## src/rtl/f52_round_f32_if.sv

```systemverilog
// Handshake and data bundle for the f52_round_f32 rounding stage.
// The slave view belongs to the rounder. The master view belongs to whatever drives it
// and consumes its results.
interface f52_round_f32_if;
  logic        i_v;
  logic        i_rdy;
  logic [51:0] i_a;
  logic [2:0]  i_rm;
  logic        o_v;
  logic        o_rdy;
  logic [51:0] o_a;
  logic        o_nx;
  logic        o_ov;

  modport master (
    output i_v, i_a, i_rm, o_rdy,
    input  i_rdy, o_v, o_a, o_nx, o_ov
  );

  modport slave (
    input  i_v, i_a, i_rm, o_rdy,
    output i_rdy, o_v, o_a, o_nx, o_ov
  );
endinterface

```

## src/rtl/f52_round_f32.sv

```systemverilog
// Two-stage rounding of F52 (1/11/40) operands to 23-bit mantissa precision.
// The result's low 17 mantissa bits are zero, so a downstream truncating F52->F32
// narrowing yields a correctly rounded F32.
// Stage 1 classifies the operand and decides the increment.
// Stage 2 applies the increment and produces the per-result flags.
module f52_round_f32 (
  input  logic              clk,
  input  logic              rst,
  f52_round_f32_if.slave    bus,
  input  logic              clr_fl,
  output logic              fl_nx,
  output logic              fl_ov
);

  typedef enum logic [2:0] {ClsZero, ClsDenorm, ClsNorm, ClsInf, ClsNan} cls_e;

  // Input field split
  logic        in_sign;
  logic [10:0] in_exp;
  logic [39:0] in_man;
  logic        in_g;
  logic        in_s;
  logic        in_lsb;
  logic        in_inc;
  cls_e        in_cls;

  // Stage 1 state
  logic        s1_v_q;
  logic        s1_sign_q;
  logic [10:0] s1_exp_q;
  logic [22:0] s1_man_q;
  cls_e        s1_cls_q;
  logic        s1_inc_q;
  logic        s1_g_q;
  logic        s1_s_q;

  // Stage 2 state
  logic        s2_v_q;
  logic [51:0] o_a_q;
  logic        o_nx_q;
  logic        o_ov_q;
  logic        fl_nx_q;
  logic        fl_ov_q;

  // Stage 2 next-state values
  logic [51:0] res_a;
  logic        res_nx;
  logic        res_ov;
  logic [23:0] m24;
  logic [10:0] exp_inc;
  logic        fl_nx_d;
  logic        fl_ov_d;

  logic        s1_adv;
  logic        s2_adv;
  logic        out_xfer;

  assign in_sign = bus.i_a[51];
  assign in_exp  = bus.i_a[50:40];
  assign in_man  = bus.i_a[39:0];
  assign in_g    = in_man[16];
  assign in_s    = |in_man[15:0];
  assign in_lsb  = in_man[17];

  // Stall chain: a stage moves when it is empty or the stage after it is moving
  assign s2_adv   = ~s2_v_q | bus.o_rdy;
  assign s1_adv   = ~s1_v_q | s2_adv;
  assign out_xfer = s2_v_q & bus.o_rdy;

  assign bus.i_rdy = s1_adv;
  assign bus.o_v   = s2_v_q;
  assign bus.o_a   = o_a_q;
  assign bus.o_nx  = o_nx_q;
  assign bus.o_ov  = o_ov_q;
  assign fl_nx     = fl_nx_q;
  assign fl_ov     = fl_ov_q;

  // Rounding-mode increment decision and operand classification
  always_comb begin
    in_inc = 1'b0;
    case (bus.i_rm)
      3'd1:    in_inc = 1'b0;
      3'd2:    in_inc = in_sign & (in_g | in_s);
      3'd3:    in_inc = ~in_sign & (in_g | in_s);
      3'd4:    in_inc = in_g;
      default: in_inc = in_g & (in_s | in_lsb);
    endcase

    in_cls = ClsNorm;
    if (in_exp == 11'h000) begin
      in_cls = (in_man == 40'd0) ? ClsZero : ClsDenorm;
    end else if (in_exp == 11'h7FF) begin
      in_cls = (in_man == 40'd0) ? ClsInf : ClsNan;
    end
  end

  // Stage 1 capture on input transfer
  always_ff @(posedge clk) begin
    if (rst) begin
      s1_v_q    <= 1'b0;
      s1_sign_q <= 1'b0;
      s1_exp_q  <= 11'd0;
      s1_man_q  <= 23'd0;
      s1_cls_q  <= ClsZero;
      s1_inc_q  <= 1'b0;
      s1_g_q    <= 1'b0;
      s1_s_q    <= 1'b0;
    end else if (s1_adv) begin
      s1_v_q <= bus.i_v;
      if (bus.i_v) begin
        s1_sign_q <= in_sign;
        s1_exp_q  <= in_exp;
        s1_man_q  <= in_man[39:17];
        s1_cls_q  <= in_cls;
        s1_inc_q  <= in_inc;
        s1_g_q    <= in_g;
        s1_s_q    <= in_s;
      end
    end
  end

  // Apply the increment and build the result for the decoded class
  always_comb begin
    m24     = {1'b0, s1_man_q} + {23'd0, s1_inc_q};
    exp_inc = s1_exp_q + 11'd1;
    res_a   = {s1_sign_q, 51'd0};
    res_nx  = 1'b0;
    res_ov  = 1'b0;
    unique case (s1_cls_q)
      ClsNorm: begin
        res_nx = s1_g_q | s1_s_q;
        if (m24[23]) begin
          // Mantissa wrapped to zero: bump the exponent, which may reach infinity
          res_a  = {s1_sign_q, exp_inc, 40'd0};
          res_ov = (exp_inc == 11'h7FF);
        end else begin
          res_a = {s1_sign_q, s1_exp_q, m24[22:0], 17'd0};
        end
      end
      ClsDenorm: begin
        res_nx = 1'b1;
      end
      ClsInf: begin
        res_a = {s1_sign_q, 11'h7FF, 40'd0};
      end
      ClsNan: begin
        // Force the quiet bit so truncation cannot turn the NaN into infinity
        res_a = {s1_sign_q, 11'h7FF, 1'b1, s1_man_q[21:0], 17'd0};
      end
      default: begin
        res_a = {s1_sign_q, 51'd0};
      end
    endcase
  end

  // Stage 2 capture; outputs hold while the consumer stalls
  always_ff @(posedge clk) begin
    if (rst) begin
      s2_v_q <= 1'b0;
      o_a_q  <= 52'd0;
      o_nx_q <= 1'b0;
      o_ov_q <= 1'b0;
    end else if (s2_adv) begin
      s2_v_q <= s1_v_q;
      if (s1_v_q) begin
        o_a_q  <= res_a;
        o_nx_q <= res_nx;
        o_ov_q <= res_ov;
      end
    end
  end

  // A flag set on an output transfer wins over a simultaneous clear
  always_comb begin
    fl_nx_d = (clr_fl ? 1'b0 : fl_nx_q) | (out_xfer & o_nx_q);
    fl_ov_d = (clr_fl ? 1'b0 : fl_ov_q) | (out_xfer & o_ov_q);
  end

  // Sticky flag registers
  always_ff @(posedge clk) begin
    if (rst) begin
      fl_nx_q <= 1'b0;
      fl_ov_q <= 1'b0;
    end else begin
      fl_nx_q <= fl_nx_d;
      fl_ov_q <= fl_ov_d;
    end
  end

endmodule

```

## src/flat_wrapper.sv

```systemverilog
// flat-port wrapper written by rule: the top's interface ports become plain ports
module f52_round_f32_flat 
  (clk, rst, clr_fl, fl_nx, fl_ov, bus_i_v, bus_i_a, bus_i_rm, bus_o_rdy, bus_i_rdy, bus_o_v, bus_o_a, bus_o_nx, bus_o_ov);
  f52_round_f32_if bus_i ();
  input  logic clk;
  input  logic rst;
  input  logic clr_fl;
  output logic fl_nx;
  output logic fl_ov;
  input wire logic [$bits(bus_i.i_v)-1:0] bus_i_v;
  input wire logic [$bits(bus_i.i_a)-1:0] bus_i_a;
  input wire logic [$bits(bus_i.i_rm)-1:0] bus_i_rm;
  input wire logic [$bits(bus_i.o_rdy)-1:0] bus_o_rdy;
  output wire logic [$bits(bus_i.i_rdy)-1:0] bus_i_rdy;
  output wire logic [$bits(bus_i.o_v)-1:0] bus_o_v;
  output wire logic [$bits(bus_i.o_a)-1:0] bus_o_a;
  output wire logic [$bits(bus_i.o_nx)-1:0] bus_o_nx;
  output wire logic [$bits(bus_i.o_ov)-1:0] bus_o_ov;
  assign bus_i.i_v = bus_i_v;
  assign bus_i.i_a = bus_i_a;
  assign bus_i.i_rm = bus_i_rm;
  assign bus_i.o_rdy = bus_o_rdy;
  assign bus_i_rdy = bus_i.i_rdy;
  assign bus_o_v = bus_i.o_v;
  assign bus_o_a = bus_i.o_a;
  assign bus_o_nx = bus_i.o_nx;
  assign bus_o_ov = bus_i.o_ov;
  f52_round_f32 u_core (.clk(clk), .rst(rst), .bus(bus_i), .clr_fl(clr_fl), .fl_nx(fl_nx), .fl_ov(fl_ov));
endmodule
```

## config.mk

```make
export PLATFORM = sky130hd
export DESIGN_NAME = f52_round_f32_flat
export DESIGN_NICKNAME = d
export VERILOG_FILES = /design/src/rtl/f52_round_f32_if.sv /design/src/rtl/f52_round_f32.sv /design/src/flat_wrapper.sv
export SDC_FILE = /design/constraint.sdc
export NUM_CORES = 1
export LEC_CHECK = 0
export ABC_AREA = 1
export BUFFER_PORTS_ARGS = -buffer_cell sky130_fd_sc_hd__buf_2
export CAP_MARGIN = 10
export CORE_ASPECT_RATIO = 1.1
export CORE_UTILIZATION = 50
export CTS_CLUSTER_SIZE = 10
export DETAILED_ROUTE_END_ITERATION = 10
export PLACE_DENSITY_LB_ADDON = 0.12
export SLEW_MARGIN = 20
export SYNTH_ARGS = -nofsm -noshare
export SYNTH_HDL_FRONTEND = slang
export SYNTH_SLANG_ARGS = --single-unit
export TNS_END_PERCENT = 10
```

## constraint.sdc

```tcl
create_clock -name clk -period 2.2 [get_ports clk]
set_clock_uncertainty 0.05 [all_clocks]
set_input_delay 0.44 -clock clk [delete_from_list [all_inputs] [get_ports clk]]
set_output_delay 0.44 -clock clk [all_outputs]
set_load 0.01 [all_outputs]
```

==> results of run 1 <==
critical path, delay by kind of cell (launching register included):
| family | cells | cell delay [ns] |
|---|---|---|
| flip-flops | 1 | 0.36 |
| adder cells (fa/ha/maj) | 1 | 0.20 |
| buffers and inverters | 2 | 0.17 |
| AO/OA/AOI/OAI | 1 | 0.09 |
| AND/OR/NAND/NOR | 8 | 1.02 |
cells in the final DEF, fill, tap and decap left out, types with 2 or more instances in the layout:
cell type   Yosys  routed
nand4_1        11      11
nor2_4          2       2
o22ai_1         4       4
xnor2_1         3       3
clkbuf_8        0       9
xor2_1          9       9
nor2_2          5       6
o21bai_1        3       3
clkinvlp_4      0       3
buf_2           3     100
inv_1          52      52
nand3_1        33      33
a31oi_1         2       2
buf_4          18      16
o21ai_1        11      11
nor2_1         91      90
inv_2           4       4
nand2_1       149     149
o211ai_1        3       3
ha_1            4       4
dfxtp_1        82      82
inv_6           0       2
conb_1          1      17
o21ai_0        77      77
nor3_1          7       7
nand2_2         3       3
a21oi_1        69      69
repair_timing:
item | in CTS | in global routing
endpoints found under the hold margin | 0 | 0
gates resized for setup | 0 | 1
endpoints found under the setup margin | 0 | 3
metrics by stage:
stage	power [µW]	area, µm²	setup slack [ns]
2_1_floorplan	1949	4523	0.4811
3_3_place_gp	2115	5031	0.2818
3_5_place_dp	2122	5031	0.1956
4_1_cts	3122	5209	0.1634
5_1_grt	3270	5211	0.02527
6_report	3117	5211	0.2097
worst max path at each step:
stage	slack, ns	endpoint	start
3_5_place_dp	0.20	u_core.bus.o_a[39]$_SDFFE_PP0P_	u_core.s1_man_q[0]$_SDFFE_PP0P_
4_1_cts	0.16	u_core.bus.o_a[39]$_SDFFE_PP0P_	u_core.s1_man_q[0]$_SDFFE_PP0P_
3_3_place_gp	0.28	u_core.bus.o_a[35]$_SDFFE_PP0P_	u_core.s1_man_q[0]$_SDFFE_PP0P_
6_report	0.21	u_core.bus.o_a[44]$_SDFFE_PP0P_	u_core.s1_man_q[0]$_SDFFE_PP0P_
2_1_floorplan	0.48	u_core.bus.o_a[27]$_SDFFE_PP0P_	u_core.s1_man_q[0]$_SDFFE_PP0P_
5_1_grt	0.03	u_core.bus.o_a[39]$_SDFFE_PP0P_	u_core.s1_man_q[0]$_SDFFE_PP0P_
area by class of cell:
type                            count  area (µm²)  area share
Clock buffer                        9       123.9     0.02377
Clock inverter                      7       53.80     0.01032
Inverter                           56       210.2     0.04034
Multi-Input combinational cell    513        2422      0.4648
Sequential cell                    82        1642      0.3150
Tap cell                          111       138.9     0.02665
Timing Repair Buffer              116       620.6      0.1191
power groups by stage:
stage	Combinational [µW]	Clock (µW)	Sequential [µW]
6_report	463	1020	1630
5_1_grt	522	1110	1640
4_1_cts	463	1030	1630
3_5_place_dp	460	0	1660
3_3_place_gp	454	0	1660
2_1_floorplan	292	0	1660
flip-flops by register name (all words and copies together), names as in the netlist, 3 cells and up:
register and flops:
u_core.bus.o_a 35, u_core.s1_cls_q 3, u_core.s1_exp_q 11, u_core.s1_man_q 23
cells by family after synthesis:
| logic type | synth area share |
|---|---|
| DFF | 0.3678 |
| AOI/OAI and AO/OA | 0.2038 |
| adders and majority gates | 0.01121 |
| and+or+nand+nor | 0.2893 |
| xor gates and xnor gates | 0.02355 |
| buffers and inverters | 0.1034 |
| other | 0.0008402 |
layer usage:
metal	track usage	part of all wire	wire, µm
met1	0.3341	0.40	5321
met2	0.5396	0.51	6753
met5	0	0	0
met4	0.1394	0.038	510
met3	0.04751	0.050	666
==> flow_metrics.tcl, run 1 <==
set metrics [dict create \
    path_cells "ha_1 -> nand2_1 -> nor2_2 -> nand2_2 -> nor2_4 -> nand3_4 -> nand2_4 -> inv_2 -> nand2_1 -> nand3_1 -> o211ai_1 -> inv_1" \
    start_util 0.5226 \
    rr_endpoint "u_core.bus.o_a[44]$_SDFFE_PP0P_" \
    dp.cells 878 \
    cp-end-kind "flop" \
    path_common_cell "nand2_1" \
    ir_drop_uv 330.1 \
    cts_setup_buffers 0 \
    syn_area_per_cell_um2 6.573 \
    slowest_delay_ns 0.36 \
    vias 4738 \
    clkLatencyLatePin_ns 0.38 \
    synth_top_area_share 0.3678 \
    final_nets 842 \
    drc 0 \
    grt_overflow 0 \
    synth_common_cells "nand2_1 (149), nor2_1 (91), dfxtp_1 (82), o21ai_0 (77), a21oi_1 (69)" \
    hold_path.class "in2reg" \
    yosys_warnings 0 \
    required_ns 2.41 \
    switching_share 0.3117 \
    grt_pass1_vias 4511 \
    yosysUniqueCellTypes 37 \
    maxSlewViolCount 0 \
    synth_seq_cells 82 \
    seq_power_share 0.523 \
    htree_levels 3 \
    die_y_um 101.1 \
    period_share 0.9047 \
    vias_per_cell 5.300 \
    cp-start-kind "flop" \
    dieArea_um2 9308 \
    crit_type "reg2reg" \
    intPower_uw 2145 \
    antenna_left 0 \
    path_clk_slew_ns 0.10 \
    power.leakage_uw 0.002232 \
    r2r_cells 12 \
    cts_root_buf "clkbuf_8" \
    grt_setup_unrepaired "no" \
    tritoncts "yes" \
    r2r_slack_ns 0.21 \
    cp_max_fo 16 \
    synthFlopType "dfxtp_1" \
    dp_hpwl_um 10180 \
    hold_start "clr_fl" \
    antenna_found_initial 0 \
    fill_cells 871 \
    p_sw_uw 971.6 \
    setup-tns-final_ns 0 \
    core_um2 8539 \
    postCtsHoldBufs 0 \
    ys_seq_area_frac 0.3678 \
    power.share.clock 0.329 \
    period_needed_ns 1.990 \
    numCtsBuffers 9 \
    synth_top_area_cell "dfxtp_1" \
    hold_slack_ns 0.2621 \
    post_drt_wl_per_cell_um 14.82 \
    synth_edf_count 0 \
    synth.area.top_cells "dfxtp_1 (37%), nand2_1 (13%), o21ai_0 (8.6%)" \
    finalSetupViolations 0 \
    crit_slowest_cell "dfxtp_1" \
    maxCapViolCount 0 \
    io_pins 118 \
    synthCells 679 \
    grt_usage 0.2949 \
    r2r-start "u_core.s1_man_q[0]$_SDFFE_PP0P_" \
    final_cells 894 \
    hold_viol_final 0 \
    synth.cell_area_um2 4463 \
    post-route-util 0.6103 \
    hold_path_depth 4 \
    grt_start_max_net_pins 53 \
    crit_arrival_ns 2.20 \
    insertedDiodeCount 0 \
    area_growth_pct 16.76 \
    rows 35 \
    drt_wl_total_um 13250 \
    status "finished clean" \
    place_congestion 0.9442 \
    synthArstFlopShare 0 \
    cts_sinks 82 \
    drtIter0Drc 235 \
    hold_end "u_core.fl_nx$_SDFF_PP0_" \
    clk_path_buf_depth 2 \
    io_buffers 100 \
    drive_gt1_frac 0.1941 \
    p_comb_frac 0.149 \
    max_freq_mhz 502.4 \
    powerDensity_nw_per_um2 598.1 \
    grt_pass1_wl_um 21220 \
    drt-pass1-iter-count 4 \
    die_w_um 92.08 \
    synth_most_common_cell "nand2_1" \
]
Note: power is estimated with default switching activity, not from simulation.
==> inputs of run 2 (changes only) <==
ABC_AREA = not set   (was 1)
CTS_CLUSTER_DIAMETER = 120   (was not set)
==> flow_metrics.tcl, run 2 <==
set metrics [dict create \
    start_util 0.5143 \
    path_clk_slew_ns 0.08 \
    clkLatencyLatePin_ns 0.35 \
    power.share.clock 0.383 \
    cts_setup_buffers 0 \
    final_nets 745 \
    numCtsBuffers 9 \
    cts_root_buf "clkbuf_8" \
    powerDensity_nw_per_um2 635.4 \
    synth.area.top_cells "dfxtp_1 (38%), nand2_1 (9.4%), a21oi_1 (8.2%)" \
    placed_area_um2 5077 \
    maxCapViolCount 0 \
    antenna_found_initial 0 \
    io_pins 118 \
    p_sw_uw 896.2 \
    drive_gt1_frac 0.2482 \
    die_y_um 99.03 \
    grt_start_max_net_pins 44 \
    place_ws_ns 0.05787 \
    postCtsHoldBufs 0 \
    hold_start "bus_i_a[23]" \
    cp-start-kind "flop" \
    layout_common_cells "nand2_1 (107), buf_2 (100), dfxtp_1 (81), a21oi_1 (70), buf_4 (41)" \
    status "finished, violations left" \
    ir_drop_uv 363.9 \
    cts_sinks 82 \
    vias_per_cell 5.786 \
    fill_cells 784 \
    required_ns 2.38 \
    period_share 0.9564 \
    htree_levels 3 \
    drc 2 \
    relSlewSlack 0.6555 \
    drt-pass1-iter-count 8 \
    p_comb_frac 0.135 \
    rows 35 \
    intPower_uw 2488 \
    dieArea_um2 8933 \
    synthFlopType "dfxtp_1" \
    largest_reg_flops 35 \
    die_w_um 90.21 \
    tightest_slew_ns 0.5127 \
    synth_seq_cells 82 \
    synth.cell_area_um2 4279 \
    grt_pass1_vias 4387 \
    core_um2 8320 \
    switching_share 0.2649 \
    grt_usage 0.2953 \
    post-route-cell-area_um2 5325 \
    dp_hpwl_um 9791 \
    ys_seq_area_frac 0.3836 \
    seq_power_share 0.482 \
    synthArstFlopShare 0 \
    synth_common_cells "nand2_1 (107), dfxtp_1 (82), a21oi_1 (70), nor2_1 (33), clkbuf_1 (30)" \
    drt_wl_total_um 12870 \
    antenna_left 0 \
    synth_top_area_share 0.3836 \
    crit_arrival_ns 2.29 \
    max_freq_mhz 475.3 \
    power.leakage_uw 0.002190 \
    syn_area_per_cell_um2 7.628 \
    insertedDiodeCount 0 \
    drtIter0Drc 323 \
    period_needed_ns 2.104 \
    synthCells 561 \
    clk_path_buf_depth 2 \
    post_cts_resize_count 0 \
    yosysUniqueCellTypes 58 \
    vias 4606 \
    post_drt_wl_per_cell_um 16.17 \
    crit_type "reg2reg" \
    maxSlewViolCount 0 \
    finalSetupViolations 0 \
    io_buffers 100 \
    yosys_warnings 0 \
    area_growth_pct 24.44 \
    cp_max_fo 6 \
    grt_overflow 0 \
    synth_top_area_cell "dfxtp_1" \
    total_power_uw 3384 \
    synth_edf_count 0 \
    post-route-worst-setup-slack_ns 0.09594 \
    critical_path.startpoint "u_core.s1_inc_q$_SDFFE_PP0P_" \
    tritoncts "yes" \
    r2r-start "u_core.s1_inc_q$_SDFFE_PP0P_" \
    violations "design-rule violations" \
    hold_path.class "in2reg" \
    cp-end-kind "flop" \
    place_congestion 0.8782 \
    grt_pass1_wl_um 21080 \
    final_common_cell "nand2_1" \
    hold_viol_final 0 \
    synth_most_common_cell "nand2_1" \
]
[run 2: cell count changes after synthesis, sizes merged, moves of 8 or more]
cell | before | now
o21ai | 89 | 23
nor2 | 98 | 33
inv | 56 | 10
nand2 | 153 | 108
nor4 | 0 | 19
nand3 | 34 | 20
clkbuf | 19 | 31
nor3 | 7 | 16
nand4 | 11 | 19
or4 | 0 | 8
[run 2: power by group through the flow]
stage | Sequential [µW] | Combinational (µW) | Clock [µW]
after floorplan | 1650 | 261 | 0
final | 1630 | 457 | 1300
after global placement | 1660 | 443 | 0
after CTS | 1630 | 452 | 1310
after detailed placement | 1660 | 450 | 0
after global routing | 1640 | 506 | 1370
[run 2: final timing paths]
path / cells past startpoint / endpoint / slack [ns]
hold / removal: 3 / u_core.s1_man_q[6]$_SDFFE_PP0P_ / 0.29
hold reg to reg: 2 / u_core.bus.o_a[32]$_SDFFE_PP0P_ / 0.41
setup reg to reg: 6 / u_core.bus.o_a[44]$_SDFFE_PP0P_ / 0.1
setup / recovery: 6 / u_core.bus.o_a[44]$_SDFFE_PP0P_ / 0.1
[run 2: area by class of cell]
cell class	instances	area [µm²]	area share
clock inverters	5	103.9	0.01950
repair buffers	143	848.3	0.1593
flip-flops and latches	82	1643	0.3085
inverters	10	37.54	0.007049
well taps	111	138.9	0.02608
clock buffers	10	127.6	0.02397
multi-input cells	435	2426	0.4556
[run 2: routing by layer]
layer	vias up	track usage	share of wire
met5	-	0	0
met4	0	0.1129	0.014
met3	14	0.04244	0.066
met2	194	0.4780	0.45
met1	2158	0.3989	0.47
li1	2240	-	-
[run 2: cells by family after synthesis]
kind of cell	count (synthesis)	synth area share
xor gates and xnor gates	13	0.02661
DFF	82	0.3836
adders and majority gates	4	0.01170
AOI/OAI and AO/OA	144	0.2029
muxes	6	0.01462
and+or+nand+nor	251	0.2915
other	1	0.0008764
buffers and inverters	60	0.06813
[run 2: critical path, stage by stage (launching register included)]
cell      delay, ns
dfxtp_1        0.40
ha_4           0.18
nand4_4        0.14
nor4_4         0.43
nand2_2        0.15
o2111a_1       0.28
or3_1          0.37
[run 2: through the flow]
| stage | instances | setup TNS (ns) | util | hold slack [ns] |
|---|---|---|---|---|
| 4_1_cts | 796 | 0 | 0.6380 | 0.2795 |
| 3_3_place_gp | 781 | 0 | 0.6102 | 0.3874 |
| 2_1_floorplan | 577 | 0 | - | 0.3821 |
| 5_1_grt | 796 | -0.02005 | 0.6400 | 0.2898 |
| 3_5_place_dp | 781 | 0 | 0.6102 | 0.3932 |
| 6_report | 796 | 0 | 0.6400 | 0.2911 |
